===== config.mk =====
export PLATFORM = sky130hd
export DESIGN_NAME = div_seq_n_flat
export DESIGN_NICKNAME = d
export VERILOG_FILES = /design/src/rtl/div_pkg.sv /design/src/rtl/div_seq_n_if.sv /design/src/rtl/div_step.sv /design/src/rtl/div_seq_n.sv /design/src/flat_wrapper.sv
export SDC_FILE = /design/constraint.sdc
export NUM_CORES = 1
export LEC_CHECK = 0
export CORE_MARGIN = 5
export CORE_UTILIZATION = 50
export DETAILED_ROUTE_END_ITERATION = 10
export HOLD_SLACK_MARGIN = 0.08
export PLACE_DENSITY_LB_ADDON = 0.25
export SLEW_MARGIN = 30
export SYNTH_ARGS = -nofsm -noshare
export SYNTH_HDL_FRONTEND = slang
export SYNTH_SLANG_ARGS = --single-unit

===== constraint.sdc =====
create_clock -name CLK -period 2.3 [get_ports CLK]
set_clock_uncertainty 0.05 [all_clocks]
set_input_delay 0.69 -clock CLK [delete_from_list [all_inputs] [get_ports CLK]]
set_output_delay 0.69 -clock CLK [all_outputs]
set_load 0.05 [all_outputs]

===== src/rtl/div_pkg.sv =====
// div_seq_n shared types.
// State codes double as the externally visible CS value.
package div_pkg;

   localparam int CS_W = 4;

   typedef enum logic [CS_W-1:0] {
      IDLE = 4'd0,
      LOAD = 4'd1,
      ITER = 4'd2,
      FIX  = 4'd3,
      DONE = 4'd8
   } state_t;

   // Count register width for a WIDTH-step iteration (min 1 bit).
   function automatic int cnt_w(input int width);
      return (width < 2) ? 1 : $clog2(width);
   endfunction

endpackage


===== src/rtl/div_seq_n_if.sv =====
// div_seq_n request/result bundle.
// master drives operands, slave returns results and status.
interface div_seq_n_if #(
   parameter int WIDTH = 8
);
   import div_pkg::*;

   logic             go;
   logic             sgn;
   logic [WIDTH-1:0] x;
   logic [WIDTH-1:0] y;
   logic [WIDTH-1:0] q;
   logic [WIDTH-1:0] r;
   logic [CS_W-1:0]  CS;
   logic             done;
   logic             error;
   logic             ovf;
   logic             busy;

   modport master (
      output go, sgn, x, y,
      input  q, r, CS, done, error, ovf, busy
   );

   modport slave (
      input  go, sgn, x, y,
      output q, r, CS, done, error, ovf, busy
   );

endinterface


===== src/rtl/div_step.sv =====
// One restoring-division step, MSB first.
// The shifted remainder is WIDTH+1 bits so the compare sees the full value.
module div_step #(
   parameter int WIDTH = 8
) (
   input  logic [WIDTH-1:0] i_rem,
   input  logic             i_msb,
   input  logic [WIDTH-1:0] i_dvs,
   output logic [WIDTH-1:0] o_rem,
   output logic             o_qbit
);

   logic [WIDTH:0]   w_shift;
   logic [WIDTH-1:0] w_diff;

   assign w_shift = {i_rem, i_msb};
   assign o_qbit  = (w_shift >= {1'b0, i_dvs});
   // Result of a taken subtract is below the divisor, so it fits WIDTH bits.
   assign w_diff  = w_shift[WIDTH-1:0] - i_dvs;
   assign o_rem   = o_qbit ? w_diff : w_shift[WIDTH-1:0];

endmodule


===== src/rtl/div_seq_n.sv =====
// Sequential restoring divider, one quotient bit per clock.
// Unsigned or two's-complement operands, div-by-zero and overflow flags.
module div_seq_n
   import div_pkg::*;
#(
   parameter int WIDTH = 8
) (
   input logic         CLK,
   input logic         RST,
   div_seq_n_if.slave  bus
);

   localparam int CW = cnt_w(WIDTH);
   localparam logic [CW-1:0] CNT_INIT = CW'(WIDTH - 1);
   localparam logic [WIDTH-1:0] MIN_NEG = {1'b1, {(WIDTH-1){1'b0}}};

   state_t           r_state;
   state_t           w_nxt;

   logic [WIDTH-1:0] r_x;
   logic [WIDTH-1:0] r_y;
   logic             r_sgn;
   logic [WIDTH-1:0] r_dq;
   logic [WIDTH-1:0] r_dvs;
   logic [WIDTH-1:0] r_rem;
   logic [CW-1:0]    r_cnt;
   logic [WIDTH-1:0] r_q;
   logic [WIDTH-1:0] r_r;
   logic             r_err;
   logic             r_ovf;

   logic             w_xneg;
   logic             w_yneg;
   logic [WIDTH-1:0] w_xabs;
   logic [WIDTH-1:0] w_yabs;
   logic [WIDTH-1:0] w_rem_nxt;
   logic             w_qbit;
   logic             w_neg_q;
   logic             w_neg_r;
   logic [WIDTH-1:0] w_qfix;
   logic [WIDTH-1:0] w_rfix;
   logic             w_ovf;
   logic             w_yzero;

   assign w_xneg  = r_sgn & r_x[WIDTH-1];
   assign w_yneg  = r_sgn & r_y[WIDTH-1];
   assign w_xabs  = w_xneg ? (~r_x + 1'b1) : r_x;
   assign w_yabs  = w_yneg ? (~r_y + 1'b1) : r_y;
   assign w_yzero = (r_y == '0);

   // Quotient truncates toward zero; remainder follows the dividend sign.
   assign w_neg_q = w_xneg ^ w_yneg;
   assign w_neg_r = w_xneg;
   assign w_qfix  = w_neg_q ? (~r_dq + 1'b1) : r_dq;
   assign w_rfix  = w_neg_r ? (~r_rem + 1'b1) : r_rem;
   // Most-negative / -1 wraps back to most-negative in the quotient.
   assign w_ovf   = r_sgn & (r_x == MIN_NEG) & (r_y == '1);

   div_step #(
      .WIDTH (WIDTH)
   ) u_step (
      .i_rem  (r_rem),
      .i_msb  (r_dq[WIDTH-1]),
      .i_dvs  (r_dvs),
      .o_rem  (w_rem_nxt),
      .o_qbit (w_qbit)
   );

   // State register.
   always_ff @(posedge CLK or posedge RST) begin
      if (RST) begin
         r_state <= IDLE;
      end else begin
         r_state <= w_nxt;
      end
   end

   // Next-state decode.
   always_comb begin
      w_nxt = r_state;
      unique case (r_state)
         IDLE: if (bus.go) w_nxt = LOAD;
         LOAD: w_nxt = w_yzero ? DONE : ITER;
         ITER: if (r_cnt == '0) w_nxt = FIX;
         FIX:  w_nxt = DONE;
         DONE: w_nxt = IDLE;
         default: w_nxt = IDLE;
      endcase
   end

   // Operand capture, iteration datapath and result registers.
   always_ff @(posedge CLK or posedge RST) begin
      if (RST) begin
         r_x   <= '0;
         r_y   <= '0;
         r_sgn <= 1'b0;
         r_dq  <= '0;
         r_dvs <= '0;
         r_rem <= '0;
         r_cnt <= '0;
         r_q   <= '0;
         r_r   <= '0;
         r_err <= 1'b0;
         r_ovf <= 1'b0;
      end else begin
         unique case (r_state)
            IDLE: begin
               if (bus.go) begin
                  r_x   <= bus.x;
                  r_y   <= bus.y;
                  r_sgn <= bus.sgn;
               end
            end
            LOAD: begin
               r_ovf <= 1'b0;
               if (w_yzero) begin
                  r_q   <= '1;
                  r_r   <= r_x;
                  r_err <= 1'b1;
               end else begin
                  r_err <= 1'b0;
                  r_dq  <= w_xabs;
                  r_dvs <= w_yabs;
                  r_rem <= '0;
                  r_cnt <= CNT_INIT;
               end
            end
            ITER: begin
               r_rem <= w_rem_nxt;
               r_dq  <= {r_dq[WIDTH-2:0], w_qbit};
               if (r_cnt != '0) r_cnt <= r_cnt - CW'(1);
            end
            FIX: begin
               r_q   <= w_qfix;
               r_r   <= w_rfix;
               r_ovf <= w_ovf;
            end
            DONE: begin
            end
            default: begin
            end
         endcase
      end
   end

   assign bus.q     = r_q;
   assign bus.r     = r_r;
   assign bus.CS    = r_state;
   assign bus.done  = (r_state == DONE);
   assign bus.error = r_err;
   assign bus.ovf   = r_ovf;
   assign bus.busy  = (r_state != IDLE);

endmodule


===== src/flat_wrapper.sv =====
// flat-port wrapper written by rule: the top's interface ports become plain ports
module div_seq_n_flat import div_pkg::*;
#(
   parameter int WIDTH = 8
)
  (CLK, RST, bus_go, bus_sgn, bus_x, bus_y, bus_q, bus_r, bus_CS, bus_done, bus_error, bus_ovf, bus_busy);
  div_seq_n_if #(.WIDTH(WIDTH)) bus_i ();
  input logic CLK;
  input logic RST;
  input wire logic [$bits(bus_i.go)-1:0] bus_go;
  input wire logic [$bits(bus_i.sgn)-1:0] bus_sgn;
  input wire logic [$bits(bus_i.x)-1:0] bus_x;
  input wire logic [$bits(bus_i.y)-1:0] bus_y;
  output wire logic [$bits(bus_i.q)-1:0] bus_q;
  output wire logic [$bits(bus_i.r)-1:0] bus_r;
  output wire logic [$bits(bus_i.CS)-1:0] bus_CS;
  output wire logic [$bits(bus_i.done)-1:0] bus_done;
  output wire logic [$bits(bus_i.error)-1:0] bus_error;
  output wire logic [$bits(bus_i.ovf)-1:0] bus_ovf;
  output wire logic [$bits(bus_i.busy)-1:0] bus_busy;
  assign bus_i.go = bus_go;
  assign bus_i.sgn = bus_sgn;
  assign bus_i.x = bus_x;
  assign bus_i.y = bus_y;
  assign bus_q = bus_i.q;
  assign bus_r = bus_i.r;
  assign bus_CS = bus_i.CS;
  assign bus_done = bus_i.done;
  assign bus_error = bus_i.error;
  assign bus_ovf = bus_i.ovf;
  assign bus_busy = bus_i.busy;
  div_seq_n #(.WIDTH(WIDTH)) u_core (.CLK(CLK), .RST(RST), .bus(bus_i));
endmodule

==> summary.md <==
| Metric | Value |
|---|---|
| Startpoint Class | `flip-flop` |
| Reg2reg setup slack | `0.10 ns` |
| Mapped Nets | `415` |
| Filler cells | `between 500 and 600` |
| Area of the core | `approximately 0.0072 sq mm` |
| Yosys reg bits | `65` |
| First-pass GRT wire length | `about 15 mm` |
| CTS buffer count | `9` |
| Post-CTS Hold Buffers | `0` |
| Die Span X | `between 90 and 100 um` |
| Worst Tran Pin Value | `slightly above 0.5 ns` |
| Critical setup path kind | `reg -> out` |
| Post-route clock period utilization | `98.12%` |
| Post-synth top area cell | `dfrtp_1` |
| CTS root buf | `clkbuf_8` |
| P_leak | `between 0.002 and 0.0025 uW` |
| Synth top area share | `roughly 44%` |
| Post-DRT Antenna Nets | `0` |
| Outcome | `completed` |
| Most frequent cell after synthesis | `dfrtp_1` |
| Register-to-Register Path Depth | `8` |
| Worst reg2reg path endpoint | `u_core.bus.r[7]` |
| Post-DP HPWL | `approximately 6.9 mm` |
| Worst Path Required | `about 1.6 ns` |
| Routed vias | `between 3,000 and 4,000` |
| Routed WL | `just over 9 mm` |
| Crit path DAT | `1.52 ns` |
| Cells after Synth | `379` |
| Relative slew slack | `between 60 and 70%` |
| Pin count of the biggest net entering global routing | `28` |
| Worst r2r src | `u_core.r_y[1]` |
| Most used DFF post-synth | `dfrtp_1` |
| Crit path launch | `u_core.bus.ovf` |
| Fraction of registers with async set/reset | `between 90% and 100%` |
| Fin crit period | `between 2 and 2.5 ns` |
| Area of the multi-input gates | `around 0.0019 sq mm` |
| Register area | `between 0.0015 and 0.002 sq mm` |
| Commonest cells post-synth | `dfrtp_1, nand2_1, nor2_1, inv_1, o21ai_0` |
| Max Fclk | `0.4431 GHz` |
| Initial antenna violation count | `0` |
| Clk sink count | `65` |
| Drt via density | `about 5.6` |
| Final setup violation count | `0` |
| Remaining Overflow, GRT | `0` |
| IO Pins | `44` |
| Sequential area share after synthesis | `between 40% and 50%` |
| Synth unique cells | `58` |
| Power Density | `between 1500 and 2000 mW/mm^2` |
| P&R area growth vs syn | `25.74%` |
| H-tree depth | `3` |
| # diodes | `0` |
| Non-filler instance count after layout | `between 500 and 600` |
| Fin nets | `about 470` |
| Die ar. | `0.009217 sq mm` |
| Initial DRC Count | `between 200 and 250` |
| Starting Density | `roughly half` |
| CP Capture Point | `bus_ovf` |
| Row count | `31` |
| Hold/Removal Path Class | `reg -> reg` |
| GRT Total Usage | `approximately 22%` |
| Crit-path cells | `clkdlybuf4s50_1` |
| Max VDD drop | `slightly above 900 uV` |
| Critical-path maximum fanout | `2` |
| Later-pin clock latency in the skew report | `approximately 0.35 ns` |
| Top delay family on crit path | `buffers and inverters` |
| Clock-pin slew on the worst setup and hold paths | `about 0.08 ns` |
| CP bufs+invs | `1` |
| Port Buffers | `between 40 and 50` |
| Die H | `slightly below 100 um` |
| Slowest stage delay, CP | `a little over 0.8 ns` |
| Drt pass-1 iters | `4` |
| Post-synth EDFFs | `0` |
| Slew Viols, Final | `0` |
| Longest Clk Path Bufs | `2` |
| Placed Area | `between 0.004 and 0.005 sq mm` |
| Setup_tns | `0 ns` |
| Final hold vios | `0` |
| Routability Congestion | `0.8705` |
| Synth Cell Area | `between 0.003 and 0.004 sq mm` |
| Synth area leaders | `dfrtp_1, ha_1, mux2_2` |
| CP max-delay cell | `clkdlybuf4s50_1` |
| Residual DRC count | `0` |
| Inst Count DP | `roughly 520` |
| Max cap viols | `0` |
| TritonCTS clock tree | `built` |
| Finished Cell Area | `between 0.004 and 0.005 sq mm` |
| Crit path depth | `1` |
| Crit path capture type | `primary output` |
| Synth Area per Inst | `just under 10 sq um` |
| Share of cells above drive strength 1 | `between 15 and 20%` |
| Warnings from Yosys | `0` |
| Vias in the first global route | `about 3,000` |
| Avg WL per Cell | `17.26 um` |
==> per-layer routing <==
| metal | wire length [um] | up-vias | track usage, % |
|---|---|---|---|
| met1 | 3979 | 1466 | 28.08 |
| met4 | 115 | 0 | 6.872 |
| li1 | - | 1441 | - |
| met2 | 4577 | 90 | 35.54 |
| met3 | 596 | 10 | 5.864 |
| met5 | 0 | - | 0 |
==> through the flow <==
stage | total power (uW) | util (%) | worst slack (ns) | hold slack [ns]
after floorplan | 5558 | - | 0.08092 | 0.3994
after global placement | 6793 | 60.08 | 0.1380 | 0.4126
after detailed placement | 6895 | 60.08 | 0.07862 | 0.4194
after CTS | 8037 | 63.22 | 0.001311 | 0.4410
after global routing | 8720 | 64.46 | -0.03902 | 0.4491
final | 8128 | 64.46 | 0.04316 | 0.4319
==> worst min path at each step <==
stage,end,cells past startpoint,slack (ns),startpoint
global placement,u_core.r_dvs[2],2,0.41,u_core.r_dvs[2]
detailed placement,u_core.bus.ovf,2,0.42,u_core.bus.ovf
finish,u_core.r_dvs[2],2,0.43,u_core.r_dvs[2]
global route,u_core.r_dvs[2],2,0.45,u_core.r_dvs[2]
CTS,u_core.r_dvs[2],2,0.44,u_core.r_dvs[2]
floorplan,u_core.r_dvs[1],2,0.40,u_core.r_dvs[1]
==> state kept, by name, indices dropped and copies added, names as in the netlist <==
register	flops
u_core.bus.CS	3
u_core.bus.error	1
u_core.bus.ovf	1
u_core.bus.q	8
u_core.bus.r	8
u_core.r_cnt	3
u_core.r_dq	8
u_core.r_dvs	8
u_core.r_rem	8
u_core.r_sgn	1
u_core.r_x	8
u_core.r_y	8
==> layout make-up <==
| type | count | area share [%] |
|---|---|---|
| Clock buffer | 9 | 2.663 |
| Clock inverter | 7 | 2.206 |
| Inverter | 28 | 2.394 |
| Multi-Input combinational cell | 269 | 41.08 |
| Sequential cell | 65 | 35.00 |
| Tap cell | 99 | 2.663 |
| Timing Repair Buffer | 60 | 13.99 |
==> cells by family after synthesis <==
family,share of synthesized area (%)
AOI/OAI and AO/OA,17.35
muxes,6.665
xor gates and xnor gates,6.631
adders and majority gates,5.616
and+or+nand+nor,14.45
DFF,43.98
buffers and inverters,5.210
other,0.1014
==> power by group <==
group	internal, uW	leakage (uW)	total, uW	switching [uW]
registers	1680	0.000791	2290	605
logic	1990	0.00119	4740	2750
clock network	619	0.000110	1100	483
total	4290	0.00209	8130	3830
==> layout by cell type, fill, tap and decap left out, drive strengths merged, types with 3 or more instances in the layout <==
cell	count
o21ai	30
ha	15
xnor2	13
nand2	36
o31ai	8
and2	4
mux2i	10
nor2b	3
dlymetal6s2s	8
clkinv	3
a221o	4
inv	28
buf	24
nor3	7
nand2b	4
a21oi	20
a2bb2oi	6
clkbuf	10
nand3	9
nor2	31
clkdlybuf4s50	27
mux2	13
dfrtp	65
xor2	15
o22ai	5
nor3b	3
==> repair_timing <==
| item | 4_1_cts | 5_1_grt |
|---|---|---|
| gates resized for setup | 0 | 16 |
| endpoints found under the setup margin | 0 | 30 |
| setup buffers | 0 | 3 |
Power figures use the tool's default switching activity.
